===== config.mk =====
export PLATFORM = sky130hd
export DESIGN_NAME = mat_elem_seq
export DESIGN_NICKNAME = d
export VERILOG_FILES = /design/src/rtl/mat_elem_seq.sv
export SDC_FILE = /design/constraint.sdc
export NUM_CORES = 2
export LEC_CHECK = 0
export ABC_AREA = 1
export CORE_ASPECT_RATIO = 0.9
export CORE_MARGIN = 1
export CORE_UTILIZATION = 47
export CTS_CLUSTER_SIZE = 20
export DETAILED_ROUTE_END_ITERATION = 8
export PLACE_DENSITY = 0.71
export RECOVER_POWER = 50
export SETUP_SLACK_MARGIN = 0.2
export SYNTH_ARGS = -nofsm -noshare
export SYNTH_HDL_FRONTEND = slang
export SYNTH_SLANG_ARGS = --single-unit
export TNS_END_PERCENT = 100

===== constraint.sdc =====
create_clock -name clock -period 19.55 [get_ports clock]
set_input_delay 1.955 -clock clock [delete_from_list [all_inputs] [get_ports clock]]
set_output_delay 1.955 -clock clock [all_outputs]
set_load 0.03 [all_outputs]

===== src/rtl/mat_elem_seq.sv =====
// mat_elem_seq: block-buffered elementwise sequencer feeding an external pipelined ALU.
// Define MATSEQ_BCAST_EN to let scalar_mode replace the B operand stream with a broadcast scalar.
`ifdef MATSEQ_BCAST_EN
module mat_elem_seq_lane #(
  parameter int DATA_WIDTH = 32
) (
  input  logic                  en,
  input  logic                  bcast,
  input  logic [DATA_WIDTH-1:0] scalar,
  input  logic [DATA_WIDTH-1:0] elem,
  output logic [DATA_WIDTH-1:0] opnd
);
  assign opnd = !en ? '0 : (bcast ? scalar : elem);
endmodule
`endif

module mat_elem_seq #(
  parameter int DATA_WIDTH = 32,
  parameter int LANES      = 4,
  parameter int BURST      = 4,
  parameter int ADDR_WIDTH = 16,
  parameter int PIPE_LAT   = 7
) (
  input  logic                          clock,
  input  logic                          reset,
  input  logic                          start,
  input  logic [ADDR_WIDTH-1:0]         num_words,
  input  logic [ADDR_WIDTH-1:0]         base_a,
  input  logic [ADDR_WIDTH-1:0]         base_b,
  input  logic [ADDR_WIDTH-1:0]         base_res,
  input  logic                          scalar_mode,
  input  logic [DATA_WIDTH-1:0]         scalar,
  output logic                          busy,
  output logic                          done,
  output logic                          error,
  output logic                          rd_en_a,
  output logic                          rd_en_b,
  output logic [ADDR_WIDTH-1:0]         rd_addr_a,
  output logic [ADDR_WIDTH-1:0]         rd_addr_b,
  input  logic [DATA_WIDTH*LANES-1:0]   rd_data_a,
  input  logic [DATA_WIDTH*LANES-1:0]   rd_data_b,
  output logic                          wr_en,
  output logic [ADDR_WIDTH-1:0]         wr_addr,
  output logic [DATA_WIDTH*LANES-1:0]   wr_data,
  output logic                          alu_valid_in,
  output logic [DATA_WIDTH*LANES-1:0]   alu_a,
  output logic [DATA_WIDTH*LANES-1:0]   alu_b,
  input  logic                          alu_valid_out,
  input  logic [DATA_WIDTH*LANES-1:0]   alu_result
);
  localparam int W  = DATA_WIDTH * LANES;
  localparam int CW = $clog2(BURST + 1);
  localparam int IW = (BURST > 1) ? $clog2(BURST) : 1;
  localparam int WW = $clog2(PIPE_LAT + 1);

  typedef enum logic [2:0] {S_IDLE, S_READ, S_ISSUE, S_DRAIN, S_WRITE, S_DONE} state_t;
  state_t state, state_nx;

  logic [ADDR_WIDTH-1:0] nw_q, ba_q, bb_q, br_q, offset, remain, off_nx;
  logic [CW-1:0]         k, blk_n, res_cnt;
  logic [WW-1:0]         wd;
  logic [IW-1:0]         k_idx, cap_idx, res_idx;
  logic                  k_last, res_take, res_bad, rd_b_ok;
  logic [BURST-1:0][W-1:0] buf_a, buf_b, res_buf;

  assign remain  = nw_q - offset;
  assign blk_n   = (remain < ADDR_WIDTH'(BURST)) ? remain[CW-1:0] : CW'(BURST);
  assign off_nx  = offset + ADDR_WIDTH'(blk_n);
  assign k_last  = (k == blk_n - CW'(1));
  assign k_idx   = k[IW-1:0];
  // READ cycle k (k>=1) lands the word requested in cycle k-1
  assign cap_idx = k[IW-1:0] - IW'(1);
  assign res_idx = res_cnt[IW-1:0];

  assign res_take = alu_valid_out && (state == S_ISSUE || state == S_DRAIN) && (res_cnt != blk_n);
  assign res_bad  = alu_valid_out && !res_take;

  always_ff @(posedge clock) begin
    if (reset) state <= S_IDLE;
    else       state <= state_nx;
  end

  always_comb begin
    state_nx     = state;
    busy         = (state != S_IDLE);
    done         = 1'b0;
    rd_en_a      = 1'b0;
    rd_en_b      = 1'b0;
    wr_en        = 1'b0;
    alu_valid_in = 1'b0;
    case (state)
      S_IDLE:  if (start) state_nx = (num_words == '0) ? S_DONE : S_READ;
      S_READ: begin
        rd_en_a = (k != blk_n);
        rd_en_b = (k != blk_n) && rd_b_ok;
        if (k == blk_n) state_nx = S_ISSUE;
      end
      S_ISSUE: begin
        alu_valid_in = 1'b1;
        if (k_last) state_nx = S_DRAIN;
      end
      S_DRAIN: begin
        if (res_cnt == blk_n)          state_nx = S_WRITE;
        else if (wd == WW'(PIPE_LAT))  state_nx = S_DONE;
      end
      S_WRITE: begin
        wr_en = 1'b1;
        if (k_last) state_nx = (off_nx < nw_q) ? S_READ : S_DONE;
      end
      S_DONE: begin
        done     = 1'b1;
        state_nx = S_IDLE;
      end
      default: state_nx = S_IDLE;
    endcase
  end

  assign rd_addr_a = rd_en_a ? ba_q + offset + ADDR_WIDTH'(k) : '0;
  assign rd_addr_b = rd_en_b ? bb_q + offset + ADDR_WIDTH'(k) : '0;
  assign wr_addr   = wr_en ? br_q + offset + ADDR_WIDTH'(k) : '0;
  assign wr_data   = wr_en ? res_buf[k_idx] : '0;
  assign alu_a     = alu_valid_in ? buf_a[k_idx] : '0;

  always_ff @(posedge clock) begin
    if (reset) begin
      nw_q    <= '0;
      ba_q    <= '0;
      bb_q    <= '0;
      br_q    <= '0;
      offset  <= '0;
      k       <= '0;
      res_cnt <= '0;
      wd      <= '0;
      error   <= 1'b0;
    end else begin
      if (res_take) res_cnt <= res_cnt + CW'(1);
      case (state)
        S_IDLE: if (start) begin
          nw_q   <= num_words;
          ba_q   <= base_a;
          bb_q   <= base_b;
          br_q   <= base_res;
          offset <= '0;
          k      <= '0;
          error  <= 1'b0;
        end
        S_READ: begin
          if (k == blk_n) begin
            k       <= '0;
            res_cnt <= '0;
          end else begin
            k <= k + CW'(1);
          end
        end
        S_ISSUE: begin
          k  <= k_last ? '0 : k + CW'(1);
          wd <= '0;
        end
        S_DRAIN: begin
          wd <= wd + WW'(1);
          if (res_cnt != blk_n && wd == WW'(PIPE_LAT)) error <= 1'b1;
        end
        S_WRITE: begin
          k <= k_last ? '0 : k + CW'(1);
          if (k_last) offset <= off_nx;
        end
        default: ;
      endcase
      // a stray result outranks the clear from a simultaneous start
      if (res_bad) error <= 1'b1;
    end
  end

  // Operand and result storage carries no reset; validity is tracked by the counters.
  always_ff @(posedge clock) begin
    if (state == S_READ && k != '0) begin
      buf_a[cap_idx] <= rd_data_a;
      buf_b[cap_idx] <= rd_data_b;
    end
    if (res_take) res_buf[res_idx] <= alu_result;
  end

`ifdef MATSEQ_BCAST_EN
  logic                  bcast_q;
  logic [DATA_WIDTH-1:0] scalar_q;
  logic [W-1:0]          b_word;

  always_ff @(posedge clock) begin
    if (reset) begin
      bcast_q  <= 1'b0;
      scalar_q <= '0;
    end else if (state == S_IDLE && start) begin
      bcast_q  <= scalar_mode;
      scalar_q <= scalar;
    end
  end

  assign rd_b_ok = ~bcast_q;
  assign b_word  = buf_b[k_idx];

  for (genvar g = 0; g < LANES; g++) begin : g_lane
    mat_elem_seq_lane #(.DATA_WIDTH(DATA_WIDTH)) u_lane (
      .en     (alu_valid_in),
      .bcast  (bcast_q),
      .scalar (scalar_q),
      .elem   (b_word[g*DATA_WIDTH +: DATA_WIDTH]),
      .opnd   (alu_b[g*DATA_WIDTH +: DATA_WIDTH])
    );
  end
`else
  logic unused_bcast;
  assign unused_bcast = ^{scalar_mode, scalar};
  assign rd_b_ok      = 1'b1;
  assign alu_b        = alu_valid_in ? buf_b[k_idx] : '0;
`endif

endmodule


==> impl_results.md <==
- RSZ-0062 raised after global routing: false
- Final Setup Violations: 0
- Slew Viols, Final: around 560
- Placeable core region: 0.142 mm2
- Fraction of final layout cells sized beyond drive strength 1: 4.96%
- Most used cells in the layout excluding fill and tap cells: 1719 x nor2_1, 1536 x edfxtp_1, 866 x o21ai_0, 500 x clkdlybuf4s50_1, 482 x a21oi_1
- Net total in the final layout: 7124
- Average routed wire per standard cell: between 20 and 25 um
- Post-detailed-routing wire length: 184000 um
- Detailed-route via count: 46000
- Maxcap violations: 12
- Post-synth net total: ~6300
- Routed met3 length: 15100 um
- Type of the tightest min-delay check: reg -> reg
- Total standard cell area after synthesis: 0.0671 mm2
- Setup TNS: 0 ns
- Class of the most critical setup path: reg -> reg
- First DRT Iteration DRCs: 3844
- Pleak: between 20 and 30 nW
- Total of cells resized after clock tree synthesis: 0
- Crit-path max FO: 66
- Outcome: finished, violations left
- Site Rows: 131
- Number of synthesized register bits: 1629
- Series of cell instances along the critical path: clkbuf_1, ha_1, inv_1, nor2_1, clkbuf_1, buf_4
- Layout filler cell count: 11200
- Power Density: 118 mW/mm2
- Die H: approximately 360 um
- Fraction of the core area covered by cells at the end of the flow: 58.6%
- Maximum number of pins on one net before global-route repair: 200
- Critical Path RT: 19.96 ns
- Crit path largest cell delay: between 3 and 4 ns
- Time the final worst path needs with I/O delays and setup: 12.10 ns
- Most numerous cell on the critical path: clkbuf_1
- Final antenna-violating net count: 0
- Number of detailed-routing iterations run before antenna repair: 5
- Number of ports placed on the die boundary: 924
- Maximum resistive drop on vdd: between 0.1 and 0.15 mV
- CP Capture Type: flop
- Origin of the worst min-delay path: wd[1]
- Transition at the pin with the smallest max-transition slack: 8.70 ns
- Last weighted congestion value of the routability-driven placer: 0.857
- Clock tree from TritonCTS: yes
- Clock Path Buffers: 3
- Count of endpoints failing hold in the final timing report: 0
- Clk_skew: 0.0441 ns
- Cell type of the slowest stage on the worst timing path: clkbuf_1
- Number of remaining DRC errors: 0
- Max-Slew Margin vs Limit: -480%
- Buffers on Ports: 890
- Clock-pin slew on the worst setup and hold paths: 0.06 ns
- Clk root buf: clkbuf_16
- Maximum achievable frequency: between 80 and 90 MHz
- Starting density of the core: 47.4%
- Nature of the critical path startpoint: flop
- P&R area growth vs syn: 23.7%
- Post-DP HPWL: 111000 um
- Synthesis Warnings: 0
- Setup repair bufs after CTS: 0
- Via density: 5.37
- Critical R2R Launch: k[1]
- Critical path arrival: 12.52 ns
- Distinct cell type count of the synthesized netlist: 49
- Length of routed met2 wiring: roughly 90000 um
- Syn_area_per_cell: approximately 12 um2
- Die area: 0.144 mm2
- Global route overflow: 0
- Clock latency at the later pin of the worst-skew pair: 0.80 ns
- Number of clock sinks: 1629
- Violated checks: capacitance limit, slew limit
- Hold Buf Count CTS: 0
- Cell count after synthesis: 5725
- Number of global-route vias before repair: 43700
- Sequential share of the synthesized area: 71.6%
- CTS buffer count: 164
- Overall track demand over capacity in global routing: ~25%
- Wire length of the first global-routing pass: 269000 um
- CP startpoint: k[1]
- Topmost layer with routed signal wires: met5
- Routed metal-1 wire length: 71400 um
- Leading cell type in the layout, fill and taps excluded: nor2_1
- # H-tree levels: 4
- Number of antenna violations at the first check in global routing: 127
- Final worst-path cycle share: 61.9%
- Horiz. Die Dim: 400 um
==> critical path: cells and delay by family, from the launching register on <==
| family | cells | cell delay (ns) |
|---|---|---|
| fa+ha+maj | 1 | 0.50 |
| buf+inv | 4 | 6.85 |
| flops | 1 | 2.17 |
| simple gates | 1 | 1.94 |
==> routing by layer <==
layer / up-vias / GRT usage (%)
met5: - / 0
met4: 56 / 11.7
met3: 451 / 7.21
met2: 1628 / 40.2
met1: 22100 / 30.2
li1: 21700 / -
==> cells in the mapped netlist, drive strengths merged <==
cell type	n	area, um2
a21oi	491	2490
o2111ai	2	17.5
xnor2	13	114
clkinv	2	8.75
xor2	30	293
clkbuf	274	1030
ha	122	1530
nor3	12	65.1
dfxtp	93	1860
fa	14	280
o221a	1	11.3
nand4	11	75.1
nand3	30	178
nor2	1728	6540
nor4	6	37.5
o21bai	5	37.5
buf	55	244
o211ai	2	15.0
edfxtp	1536	46100
inv	159	599
nand2	241	950
a22oi	1	7.51
a211oi	3	22.5
and2	3	18.8
or2	3	18.8
o21ai	873	4400
a31oi	7	43.8
a21o	2	15.0
o22ai	1	6.26
nand3b	5	37.5
==> logic make-up (layout without fill, tap and decap cells) <==
logic type                 count (synthesis)  after routing  synth area share [%]
other                                      0             72                     0
xor gates and xnor gates                  43             43                 0.606
AOI/OAI and AO/OA                       1388           1388                  10.5
adders and majority gates                136            136                  2.69
buffers and inverters                    490           1399                  2.80
and+or+nand+nor                         2039           2039                  11.8
DFF                                     1629           1629                  71.6
==> registers in the layout (all words and copies together) (netlist names), 16 cells and up <==
signal	count
nw_q	16
bb_q	16
buf_a	512
res_buf	512
offset	16
ba_q	16
br_q	16
buf_b	512
==> area by class of cell <==
type	count	area, um2	area share [%]
Tap cell	1862	2330	2.81
Timing Repair Buffer	941	9350	11.3
Antenna cell	72	180	0.217
Multi-Input combinational cell	3606	17200	20.7
Clock buffer	200	4290	5.17
Clock inverter	97	998	1.20
Inverter	161	633	0.763
Sequential cell	1629	48000	57.9
==> worst paths after layout <==
| path | endpoint | slack, ns | cells past startpoint |
|---|---|---|---|
| min | wd[1] | 0.49 | 2 |
| min reg2reg | wd[1] | 0.49 | 2 |
| max | buf_a[271] | 7.45 | 6 |
| max reg2reg | buf_a[271] | 7.45 | 6 |
==> metrics by stage <==
stage | worst slack (ns) | std cells | hold slack [ns] | instance area (um2) | power, mW
6_report | 7.45 | 8568 | 0.486 | 82900 | 9.78
4_1_cts | 11.84 | 8496 | 0.485 | 82900 | 9.85
3_5_place_dp | 12.70 | 8199 | 0.468 | 77600 | 6.79
5_1_grt | 6.73 | 8546 | 0.497 | 82900 | 10.2
3_3_place_gp | 12.74 | 8199 | 0.456 | 77600 | 6.75
2_1_floorplan | 6.08 | 5725 | 0.443 | 67100 | 5.86
==> power breakdown <==
group          internal, mW  total [mW]  leakage (nW)  switching [mW]
clock                  1.74        3.07          2.56            1.33
combinational         0.795        2.60          11.5            1.80
sequential             4.04        4.11          14.6          0.0745
(Power assumes the default switching activity.)
